===== config.mk =====
export PLATFORM = sky130hd
export DESIGN_NAME = integrate_dump_acc
export DESIGN_NICKNAME = d
export VERILOG_FILES = /design/src/rtl/integrate_dump_acc_pkg.sv /design/src/rtl/integrate_dump_acc_sat_add_ext.sv /design/src/rtl/integrate_dump_acc.sv
export SDC_FILE = /design/constraint.sdc
export NUM_CORES = 1
export LEC_CHECK = 0
export CORE_ASPECT_RATIO = 0.7
export CORE_UTILIZATION = 58
export DETAILED_ROUTE_END_ITERATION = 6
export PLACE_DENSITY_LB_ADDON = 0.3
export SLEW_MARGIN = 40
export SYNTH_ARGS = -nofsm -noshare
export SYNTH_HDL_FRONTEND = slang
export SYNTH_HIERARCHICAL = 1
export SYNTH_SLANG_ARGS = --single-unit

===== constraint.sdc =====
create_clock -name clk -period 3.4 [get_ports clk]
set_clock_uncertainty 0.05 [all_clocks]
set_input_delay 1.02 -clock clk [delete_from_list [all_inputs] [get_ports clk]]
set_output_delay 1.02 -clock clk [all_outputs]
set_load 0.02 [all_outputs]

===== src/rtl/integrate_dump_acc_pkg.sv =====
// Shared definitions for the integrate-and-dump accumulator and its adder stage.
// Sign-mode encodings, range-bound helper and clog2 for counter sizing.
package integrate_dump_acc_pkg;

    localparam logic MODE_UNSIGNED = 1'b0;
    localparam logic MODE_SIGNED   = 1'b1;

    typedef struct packed {
        logic signed [63:0] max_v;
        logic signed [63:0] min_v;
    } bounds_t;

    // Representable range of a width-bit value interpreted in the given mode.
    function automatic bounds_t mode_bounds(input int width, input logic mode);
        bounds_t b;
        if (mode == MODE_SIGNED) begin
            b.max_v = (64'sd1 <<< (width - 1)) - 64'sd1;
            b.min_v = -(64'sd1 <<< (width - 1));
        end else begin
            b.max_v = (64'sd1 <<< width) - 64'sd1;
            b.min_v = 64'sd0;
        end
        return b;
    endfunction

    function automatic int clog2(input int value);
        int r;
        int v;
        r = 0;
        v = value - 1;
        while (v > 0) begin
            r = r + 1;
            v = v >> 1;
        end
        return r;
    endfunction

endpackage


===== src/rtl/integrate_dump_acc_sat_add_ext.sv =====
// Combinational extend-and-add with overflow detection; clamps to the mode's range
// when INTEGRATE_SATURATE_EN is defined, otherwise wraps modulo 2^ACC_W.
module sat_add_ext
    import integrate_dump_acc_pkg::*;
#(
    parameter int IN_W  = 4,
    parameter int ACC_W = 8
) (
    input  logic [ACC_W-1:0] acc,
    input  logic [IN_W-1:0]  din,
    input  logic             mode,
    output logic [ACC_W-1:0] sum,
    output logic             ovf
);

    localparam int EXT_W = ACC_W + 1;

    logic [EXT_W-1:0] ext_acc;
    logic [EXT_W-1:0] ext_din;
    logic [EXT_W-1:0] wide;
    logic             sign_fill;
`ifdef INTEGRATE_SATURATE_EN
    bounds_t          bnd;
`endif

    always_comb begin
        sign_fill = (mode == MODE_SIGNED) && din[IN_W-1];
        ext_din   = {{(EXT_W - IN_W){sign_fill}}, din};
        ext_acc   = {(mode == MODE_SIGNED) && acc[ACC_W-1], acc};
        wide      = ext_acc + ext_din;
        // Signed: the extra bit disagrees with the ACC_W sign bit; unsigned: carry out.
        if (mode == MODE_SIGNED) begin
            ovf = wide[ACC_W] ^ wide[ACC_W-1];
        end else begin
            ovf = wide[ACC_W];
        end
`ifdef INTEGRATE_SATURATE_EN
        bnd = mode_bounds(ACC_W, mode);
        sum = wide[ACC_W-1:0];
        if (ovf) begin
            if ((mode == MODE_SIGNED) && wide[ACC_W]) begin
                sum = bnd.min_v[ACC_W-1:0];
            end else begin
                sum = bnd.max_v[ACC_W-1:0];
            end
        end
`else
        sum = wide[ACC_W-1:0];
`endif
    end

endmodule


===== src/rtl/integrate_dump_acc.sv =====
// Integrate-and-dump accumulator: sums LEN valid samples per block and emits one result.
// Build option INTEGRATE_SATURATE_EN selects clamping instead of wrapping arithmetic.
module integrate_dump_acc
    import integrate_dump_acc_pkg::*;
#(
    parameter int IN_W  = 4,
    parameter int ACC_W = 8,
    parameter int LEN   = 8
) (
    input  logic             clk,
    input  logic             rst,
    input  logic             clr,
    input  logic             sign_mode,
    input  logic             din_valid,
    input  logic [IN_W-1:0]  din,
    output logic [ACC_W-1:0] dout,
    output logic             dout_valid,
    output logic             dout_signed,
    output logic             ovf
);

    localparam int             CNT_W = clog2(LEN);
    localparam logic [CNT_W-1:0] LAST  = CNT_W'(LEN - 1);

    logic [ACC_W-1:0] acc;
    logic [CNT_W-1:0] cnt;
    logic             mode_q;
    logic             ovf_q;
    logic             first;
    logic             last;
    logic             add_mode;
    logic [ACC_W-1:0] sum;
    logic             add_ovf;

    // The first sample of a block uses the live mode; later samples use the latch.
    assign first    = (cnt == '0);
    assign last     = (cnt == LAST);
    assign add_mode = first ? sign_mode : mode_q;

    sat_add_ext #(
        .IN_W  (IN_W),
        .ACC_W (ACC_W)
    ) u_add (
        .acc  (acc),
        .din  (din),
        .mode (add_mode),
        .sum  (sum),
        .ovf  (add_ovf)
    );

    always_ff @(posedge clk or posedge rst) begin
        if (rst) begin
            acc         <= '0;
            cnt         <= '0;
            mode_q      <= MODE_UNSIGNED;
            ovf_q       <= 1'b0;
            dout        <= '0;
            dout_valid  <= 1'b0;
            dout_signed <= 1'b0;
            ovf         <= 1'b0;
        end else begin
            dout_valid <= 1'b0;
            if (clr) begin
                acc   <= '0;
                cnt   <= '0;
                ovf_q <= 1'b0;
            end else if (din_valid) begin
                if (first) begin
                    mode_q <= sign_mode;
                end
                if (last) begin
                    dout        <= sum;
                    ovf         <= ovf_q | add_ovf;
                    dout_signed <= mode_q;
                    dout_valid  <= 1'b1;
                    acc         <= '0;
                    cnt         <= '0;
                    ovf_q       <= 1'b0;
                end else begin
                    acc   <= sum;
                    cnt   <= cnt + CNT_W'(1);
                    ovf_q <= ovf_q | add_ovf;
                end
            end
        end
    end

endmodule


==> results of run 1 <==
## worst max-delay path, stage by stage
cell                              delay (ns)
sky130_fd_sc_hd__clkdlybuf4s50_1        0.41
sky130_fd_sc_hd__ha_1                   0.25
sky130_fd_sc_hd__fa_1                   0.41
sky130_fd_sc_hd__nand3_1                0.15
sky130_fd_sc_hd__a31oi_1                0.09
sky130_fd_sc_hd__o22ai_1                0.19
sky130_fd_sc_hd__xor2_1                 0.19
sky130_fd_sc_hd__a21oi_1                0.10
sky130_fd_sc_hd__a211oi_1               0.24
## state kept, by name, indices dropped and copies added (netlist names)
register,count
acc,8
cnt,3
dout,8
dout_signed,1
dout_valid,1
mode_q,1
ovf,1
ovf_q,1
## area by class of cell
| class | count | area share |
|---|---|---|
| sequential | 24 | 0.358 |
| multi-input combinational | 94 | 0.462 |
| timing repair buffer | 23 | 0.131 |
| clock buffer | 3 | 0.0134 |
| inverter | 5 | 0.0112 |
| tap | 32 | 0.0239 |
## Yosys cell counts (3+ instances only)
cell type | count | share of area
sky130_fd_sc_hd__a21oi_1 | 13 | 0.045
sky130_fd_sc_hd__buf_6 | 3 | 0.023
sky130_fd_sc_hd__dfrtp_1 | 24 | 0.42
sky130_fd_sc_hd__ha_1 | 8 | 0.069
sky130_fd_sc_hd__inv_1 | 5 | 0.013
sky130_fd_sc_hd__mux2_4 | 9 | 0.094
sky130_fd_sc_hd__mux2i_1 | 6 | 0.042
sky130_fd_sc_hd__nand2b_1 | 9 | 0.039
sky130_fd_sc_hd__nand3_1 | 3 | 0.010
sky130_fd_sc_hd__nand3b_1 | 9 | 0.047
sky130_fd_sc_hd__nor2_1 | 6 | 0.016
sky130_fd_sc_hd__nor3_1 | 3 | 0.010
sky130_fd_sc_hd__xnor2_1 | 4 | 0.024
sky130_fd_sc_hd__xor2_1 | 3 | 0.018
## through the flow
step           total power (uW)  worst slack (ns)  hold WS [ns]
2_1_floorplan               429             0.800         0.446
3_3_place_gp                454             0.280         0.442
3_5_place_dp                461             0.228         0.444
4_1_cts                     586             0.509         0.478
5_1_grt                     613             0.404         0.503
6_report                    581             0.514         0.476
## layer usage
layer	wire length [um]	track usage	vias to the layer above
met5	0	0	-
met4	27	0.0489	0
met3	106	0.0627	4
met2	1310	0.348	25
met1	1270	0.299	491
li1	-	-	499
## cells by family (layout without fill, tap and decap cells)
logic type | after synthesis | count (layout) | share of synthesized area
simple gates | 39 | 39 | 0.167
buf+inv | 11 | 31 | 0.0460
fa+ha+maj | 9 | 9 | 0.0833
xor+xnor | 7 | 7 | 0.0425
mux | 17 | 17 | 0.151
flops | 24 | 24 | 0.416
compound gates | 22 | 22 | 0.0945
## path summary, 6_finish.rpt
path | from | to | slack, ns | depth (start not counted)
max | din[0] | ovf_q | 0.51 | 9
min | dout[3] | dout[3] | 0.48 | 1
max reg2reg | cnt[0] | ovf_q | 1.08 | 10
min reg2reg | dout[3] | dout[3] | 0.48 | 1
max in group asynchronous | rst | cnt[0] | 1.95 | 2
min in group asynchronous | rst | dout[1] | 1.00 | 2
## power groups by stage
stage	clock, uW	combinational [uW]	sequential [uW]
after floorplan	0	113	316
after global placement	0	132	322
after detailed placement	0	138	324
after CTS	129	139	318
after global routing	138	154	321
final	123	140	318
==> results.cfg, run 1 <==
[global_route]
grt_overflow = 0
grt_util_all_layers = 0.219
grt_start_max_net_pins = 25
grt_pass1_vias = 957
wire_length_of_the_first_global_routing_pass_um = 4220
antenna_violations_before_repair = 0

[cells_and_area]
final_net_count = 169
multi_input_logic_area_um2 = 776
layout-drive-gt1-share = 0.154
final-seq-area_um2 = 601
most_common_library_cell_in_the_layout_ignoring_fill_and_taps = sky130_fd_sc_hd__dfrtp_1
area_growth_pct = 16.3
postLayoutCellArea_um2 = 1680
num-fill-cells = 160
final_cell_mix = sky130_fd_sc_hd__dfrtp_1, sky130_fd_sc_hd__clkdlybuf4s50_1, sky130_fd_sc_hd__a21oi_1
antenna-diode-count = 0
final_cells = 181
layout.core_utilization = 0.748

[setup_path]
path_class = in -> reg
cp-end-kind = register
cp.required_ns = 3.57
cp.arrival_ns = 3.06
setup_crit_start_kind = input pin
cp_max_fo = 3

[route]
drt-total-wl_um = 2720
antenna_violating_nets_post_route = 0
avg_wl_per_cell_um = 15.0
drt_iter0_drc = 48
routed_via_density = 5.63
via_count = 1019
route.detailed.drc = 0
dr.pass1.iters = 4

[clock_tree]
cts_tree = built
clock_sink_count = 24
hold_buffer_count_at_cts = 0
clock_buffers_created_by_tritoncts = 3
htree_levels = 1
clockBufferDepth = 2
count_of_instances_resized_after_the_clock_tree_is_built = 0
postCtsSetupRepairBufs = 0
clock_latency_ns = 0.31
worst_setup_hold_path_clk_slew_ns = 0.13
root_buf_cell = sky130_fd_sc_hd__clkbuf_4

[synthesis]
post_synthesis_instance_total = 129
sequential_share_of_the_synthesized_area = 0.416
yosys_cell_types = 34
synthesis.nets = 147
post_synthesis_cell_area_um2 = 1440
synth.ff_latch_count = 24
synth_ff_type = sky130_fd_sc_hd__dfrtp_1
synth_area_per_cell_um2 = 11.2
synth-edff-count = 0
synth_warnings = 6
synth_async_sr_flop_share = 1.00

[timing]
unrepaired_setup_endpoints_after_global_routing = false
final.setup.tns_ns = 0
period_share = 0.849
timing_hold_violations_final = 0
fin_crit_ns = 2.89
timing.fmax_mhz = 346
slew_viol_final = 0
worstMarginPinSlew_ns = 0.539
slew_headroom = 0.639
report.final.setup_viol = 0

[die]
floorplan.initialDensity = 0.643
die_w_um = 61.6
boundaryPins = 20
fp-row-count = 14
die_area_um2 = 2690
placeableCoreArea_um2 = 2240
die_h_um = 43.7

[power_and_ir_drop]
seq_power_share = 0.547
power_per_cell_area_nw_per_um2 = 346
switching_power_share_of_the_total = 0.298
switchingPower_uw = 173
p_leak_uw = 0.000802
vdd_drop_max_mv = 0.227
power.share.clock = 0.212
comb_power_share = 0.241
internal_power_uw = 408

[placed_design]
place.port_buffers = 19
dp.final_hpwl_um = 1940
place_area_um2 = 1660
gp_congestion = 0.858
dpl.cell_count = 178

[job]
max_cap_violations = 0

[status]
run_status = finished clean

[worst_hold_path]
hold_path.class = reg -> reg
(Power assumes the default switching activity.)
==> run 2: changes to the inputs <==
--- a/config.mk
+++ b/config.mk
@@ -6,7 +6,7 @@
 export NUM_CORES = 1
 export LEC_CHECK = 0
 export CORE_ASPECT_RATIO = 0.7
-export CORE_UTILIZATION = 58
+export CORE_UTILIZATION = 54
 export DETAILED_ROUTE_END_ITERATION = 6
 export PLACE_DENSITY_LB_ADDON = 0.3
 export SLEW_MARGIN = 40
==> constraint.sdc (replaced) <==
create_clock -name clk -period 2.7 [get_ports clk]
set_clock_uncertainty 0.05 [all_clocks]
set_input_delay 0.81 -clock clk [delete_from_list [all_inputs] [get_ports clk]]
set_output_delay 0.81 -clock clk [all_outputs]
set_load 0.02 [all_outputs]
==> run 2 against run 1 <==
Effect of this change: sequential cell count did not move; sequential share of layout area fell by 1.8 points; combinational power rose by 40%; via count up 1.4%; hold slack got worse by 0.0098 ns; clock power up 70%; count of clock-buffer cells in the layout unchanged; first-iteration DRC count decreased by 13%; critical endpoint unchanged.
==> results.cfg, run 2 (same netlist as run 1, synthesis figures left out) <==
[global_route]
wire_length_of_the_first_global_routing_pass_um = 4820
grt_util_all_layers = 0.224
grt_overflow = 0
grt_pass1_vias = 1024
grt_start_max_net_pins = 25
antenna_violations_before_repair = 0

[route]
dr.pass1.iters = 4
drt-total-wl_um = 2900
avg_wl_per_cell_um = 15.3
drt_iter0_drc = 42
antenna_violating_nets_post_route = 0
route.detailed.drc = 0
via_count = 1033
routed_via_density = 5.44

[power_and_ir_drop]
p_leak_uw = 0.000845
power_per_cell_area_nw_per_um2 = 456
vdd_drop_max_mv = 0.304

[worst_hold_path]
worst_hold_path.num_cells = 1
worstHoldStart = dout[7]
hold_path.class = reg -> reg
hold-path-endpoint = dout[7]

[placed_design]
dp_slack_ns = -0.207
gp_congestion = 0.856
place.port_buffers = 19
dp.final_hpwl_um = 2090
place_area_um2 = 1710

[setup_path]
crit-reg2reg-capture = acc[6]
cp.required_ns = 2.83
ff2ff_path_depth = 10
ff2ff_setup_slack_ns = 0.38
path_class = in -> reg
cp_max_fo = 3
setup_crit_start_kind = input pin
cp.arrival_ns = 2.70
cp-end-kind = register
beginning_of_the_worst_register_to_register_path = cnt[0]

[clock_tree]
count_of_instances_resized_after_the_clock_tree_is_built = 0
worst_setup_hold_path_clk_slew_ns = 0.08
postCtsSetupRepairBufs = 0
clock_latency_ns = 0.26
clock_buffers_created_by_tritoncts = 3
root_buf_cell = sky130_fd_sc_hd__clkbuf_8
clock_sink_count = 24
hold_buffer_count_at_cts = 0
clockBufferDepth = 2
htree_levels = 1
cts_tree = built

[timing]
timing_hold_violations_final = 0
unrepaired_setup_endpoints_after_global_routing = false
fin_crit_ns = 2.57
period_share = 0.952
worstMarginPinSlew_ns = 0.349
report.final.setup_viol = 0
timing.fmax_mhz = 389
slew_headroom = 0.767
slew_viol_final = 0
final_critical_path_setup_slack_ns = 0.129

[die]
die_area_um2 = 2890
floorplan.initialDensity = 0.578
fp-row-count = 15
die_w_um = 63.8
placeableCoreArea_um2 = 2500
boundaryPins = 20
die_h_um = 45.2

[job]
max_cap_violations = 0

[cells_and_area]
layout-drive-gt1-share = 0.205
postLayoutCellArea_um2 = 1770
most_common_library_cell_in_the_layout_ignoring_fill_and_taps = sky130_fd_sc_hd__dfrtp_1
num-fill-cells = 179
area_growth_pct = 22.4
final_cell_mix = sky130_fd_sc_hd__dfrtp_1, sky130_fd_sc_hd__clkdlybuf4s50_1, sky130_fd_sc_hd__a21oi_1
layout_top_registers = acc (8), dout (8), cnt (3)
final_net_count = 176
antenna-diode-count = 0

[status]
run_status = finished clean
## run 2: critical path: stages
cell	delay, ns
sky130_fd_sc_hd__clkdlybuf4s50_1	0.46
sky130_fd_sc_hd__ha_1	0.35
sky130_fd_sc_hd__a211oi_2	0.23
sky130_fd_sc_hd__o21bai_2	0.15
sky130_fd_sc_hd__a31oi_2	0.21
sky130_fd_sc_hd__xor2_1	0.20
sky130_fd_sc_hd__a21oi_1	0.09
sky130_fd_sc_hd__a211oi_1	0.20
## run 2: layout make-up
class	instances	area, um^2	area share
Clock buffer	3	41.3	0.0234
Inverter	5	18.8	0.0106
Multi-Input combinational cell	94	790	0.447
Sequential cell	24	601	0.340
Tap cell	34	42.5	0.0241
Timing Repair Buffer	30	273	0.155
## run 2: worst max-delay path by stage
| stage | startpoint | cells after the start | endpoint | slack, ns |
|---|---|---|---|---|
| after floorplan | din[0] | 8 | ovf_q | 0.31 |
| after global placement | din[0] | 9 | ovf_q | -0.17 |
| after detailed placement | din[0] | 9 | ovf_q | -0.21 |
| after CTS | din[0] | 9 | acc[6] | 0.07 |
| after global routing | din[0] | 9 | ovf_q | 0.01 |
| final | din[1] | 8 | ovf_q | 0.13 |
## run 2: where the power goes
part           switching (uW)  leakage [uW]  internal, uW  total, uW
registers                21.9      0.000322           378        400
clock network             109     0.0000216          99.7        209
logic                    98.7      0.000501          97.3        196
## run 2: through the flow
stage               power (uW)  cells  setup TNS [ns]  hold slack, ns  utilization
CTS                        811    190               0           0.469        0.702
detailed placement         598    187          -0.925           0.447        0.685
global route               854    190               0           0.486        0.707
finish                     805    190               0           0.467        0.707
global placement           587    187          -0.649           0.444        0.685
floorplan                  541    129               0           0.446            -
## run 2: metal layers
metal,global-route usage,part of all wire,vias to the layer above
met2,0.413,0.51,20
met5,0,0,-
met1,0.277,0.45,503
li1,-,-,508
met4,0.0455,0.0038,0
met3,0.0480,0.032,2
==> run 3: changes to the inputs <==
--- a/config.mk
+++ b/config.mk
@@ -6,10 +6,11 @@
 export NUM_CORES = 1
 export LEC_CHECK = 0
 export CORE_ASPECT_RATIO = 0.7
-export CORE_UTILIZATION = 54
+export CORE_UTILIZATION = 62
 export DETAILED_ROUTE_END_ITERATION = 6
+export DONT_BUFFER_PORTS = 1
 export PLACE_DENSITY_LB_ADDON = 0.3
-export SLEW_MARGIN = 40
+export SLEW_MARGIN = 20
 export SYNTH_ARGS = -nofsm -noshare
 export SYNTH_HDL_FRONTEND = slang
 export SYNTH_HIERARCHICAL = 1
==> run 3 against run 2 <==
Effect of this change: first-iteration DRC count up 19%; non-clock buffer count shrank 28; count of clock-buffer cells in the layout stayed put; critical endpoint unchanged; global-route usage is 0.29 points higher; sequential cell count is the same; core utilization decreased by 1.5 points; total power up 0.84%; critical path type is now reg -> reg.
==> results.cfg, run 3 (same netlist as run 1, synthesis figures left out) <==
[placed_design]
place.port_buffers = 0
dp.final_hpwl_um = 1750
gp_congestion = 0.924
dpl.cell_count = 157

[timing]
final.setup.tns_ns = 0
timing_hold_violations_final = 0
slew_viol_final = 0
slew_headroom = 0.727
fin_worst_hold_slack_ns = 0.292
report.final.setup_viol = 0
fin_crit_ns = 2.28
unrepaired_setup_endpoints_after_global_routing = false
timing.fmax_mhz = 439
period_share = 0.843
worstMarginPinSlew_ns = 0.409

[power_and_ir_drop]
vdd_drop_max_mv = 0.418
power_per_cell_area_nw_per_um2 = 540
p_leak_uw = 0.000738

[setup_path]
cp_max_fo = 8
worst_path_max_delay_cell = sky130_fd_sc_hd__dfrtp_1
path_class = reg -> reg
ff2ff_setup_slack_ns = 0.42
cp-end-kind = register
cp.arrival_ns = 2.46
setup_crit_start_kind = register
cp.required_ns = 2.89
crit_path_max_incr_delay_ns = 0.43
critical_path.cell_chain = inv_1 -> ha_1 -> nor2b_1 -> mux2_2 -> nand2_1 -> a31oi_1 -> o22ai_1 -> xor2_1 -> a21oi_1 -> a211oi_1

[die]
floorplan.initialDensity = 0.664
placeableCoreArea_um2 = 2170
die_w_um = 59.7
die_h_um = 42.4
fp-row-count = 14
die_area_um2 = 2530
boundaryPins = 20

[worst_hold_path]
hold_path.class = in -> async

[route]
antenna_violating_nets_post_route = 0
avg_wl_per_cell_um = 15.2
drt-total-wl_um = 2460
dr.pass1.iters = 4
via_count = 926
routed_via_density = 5.75
route.detailed.drc = 0
drt_iter0_drc = 50

[cells_and_area]
area_growth_pct = 4.16
layout-drive-gt1-share = 0.163
final_net_count = 148
multi_input_logic_area_um2 = 776
final_cells = 161
layout_top_registers = acc (8), dout (8), cnt (3)
final-seq-area_um2 = 601
most_common_library_cell_in_the_layout_ignoring_fill_and_taps = sky130_fd_sc_hd__dfrtp_1
num-fill-cells = 172
final_cell_mix = sky130_fd_sc_hd__dfrtp_1, sky130_fd_sc_hd__a21oi_1, sky130_fd_sc_hd__nand2b_1, sky130_fd_sc_hd__nand3b_1, sky130_fd_sc_hd__mux2_4
antenna-diode-count = 0

[global_route]
grt_pass1_vias = 912
antenna_violations_before_repair = 0
grt_start_max_net_pins = 26
grt_overflow = 0
wire_length_of_the_first_global_routing_pass_um = 4210
grt_util_all_layers = 0.227

[status]
run_status = finished clean

[clock_tree]
clockBufferDepth = 2
worst_setup_hold_path_clk_slew_ns = 0.14
root_buf_cell = sky130_fd_sc_hd__clkbuf_4
postCtsSetupRepairBufs = 0
htree_levels = 1
clock_sink_count = 24
hold_buffer_count_at_cts = 0
count_of_instances_resized_after_the_clock_tree_is_built = 0
clock_latency_ns = 0.32
cts_tree = built
clock_buffers_created_by_tritoncts = 3

[job]
max_cap_violations = 0
==> run 3: cell count changes in the layout (fill, tap and decap cells not counted), sizes merged <==
cell           change
buf                -9
bufinv             +1
clkdlybuf4s50     -19
==> run 3: cell type report <==
type                            instances  share of cell area
Multi-Input combinational cell         94               0.516
Sequential cell                        24               0.400
Tap cell                               32              0.0266
Clock inverter                          1              0.0200
Clock buffer                            3              0.0150
Inverter                                5              0.0125
Timing Repair Buffer                    2             0.00999
==> run 3: routing by layer <==
| layer | track usage | routed length (um) |
|---|---|---|
| met1 | 0.332 | 1320 |
| met2 | 0.322 | 1010 |
| met3 | 0.0710 | 89 |
| met4 | 0.0651 | 33 |
| met5 | 0 | 0 |
==> run 3: stage by stage <==
step / setup slack [ns] / area, um^2 / util / total power, uW
after floorplan: 0.310 / 1440 / - / 541
after global placement: 0.235 / 1450 / 0.668 / 551
after detailed placement: 0.141 / 1450 / 0.668 / 557
after CTS: 0.417 / 1500 / 0.692 / 819
after global routing: 0.209 / 1500 / 0.692 / 861
final: 0.424 / 1500 / 0.692 / 812
==> run 3: worst paths after layout <==
check                           startpoint      end  depth (start not counted)
worst max register to register      cnt[0]    ovf_q                         10
worst max-delay path                cnt[0]    ovf_q                         10
worst min-delay path                   rst  dout[7]                          1
worst min register to register      acc[2]   acc[2]                          2
min in group clk                       clr   acc[2]                          1
max in group asynchronous              rst  dout[6]                          2
==> run 3: critical path, delay by kind of cell, from the launching register on <==
family	cells	cell delay [ns]
xor gates and xnor gates	1	0.21
adders and majority gates	1	0.15
muxes	1	0.37
buffers and inverters	1	0.07
AOI/OAI and AO/OA	4	0.57
DFF	1	0.43
and+or+nand+nor	2	0.35
==> run 3: where the power goes <==
| group | leakage (uW) | internal (uW) | switching [uW] |
|---|---|---|---|
| combinational | 0.000388 | 70.9 | 78.9 |
| sequential | 0.000322 | 379 | 23.2 |
| clock | 0.0000279 | 150 | 110 |
| total | 0.000738 | 599 | 212 |
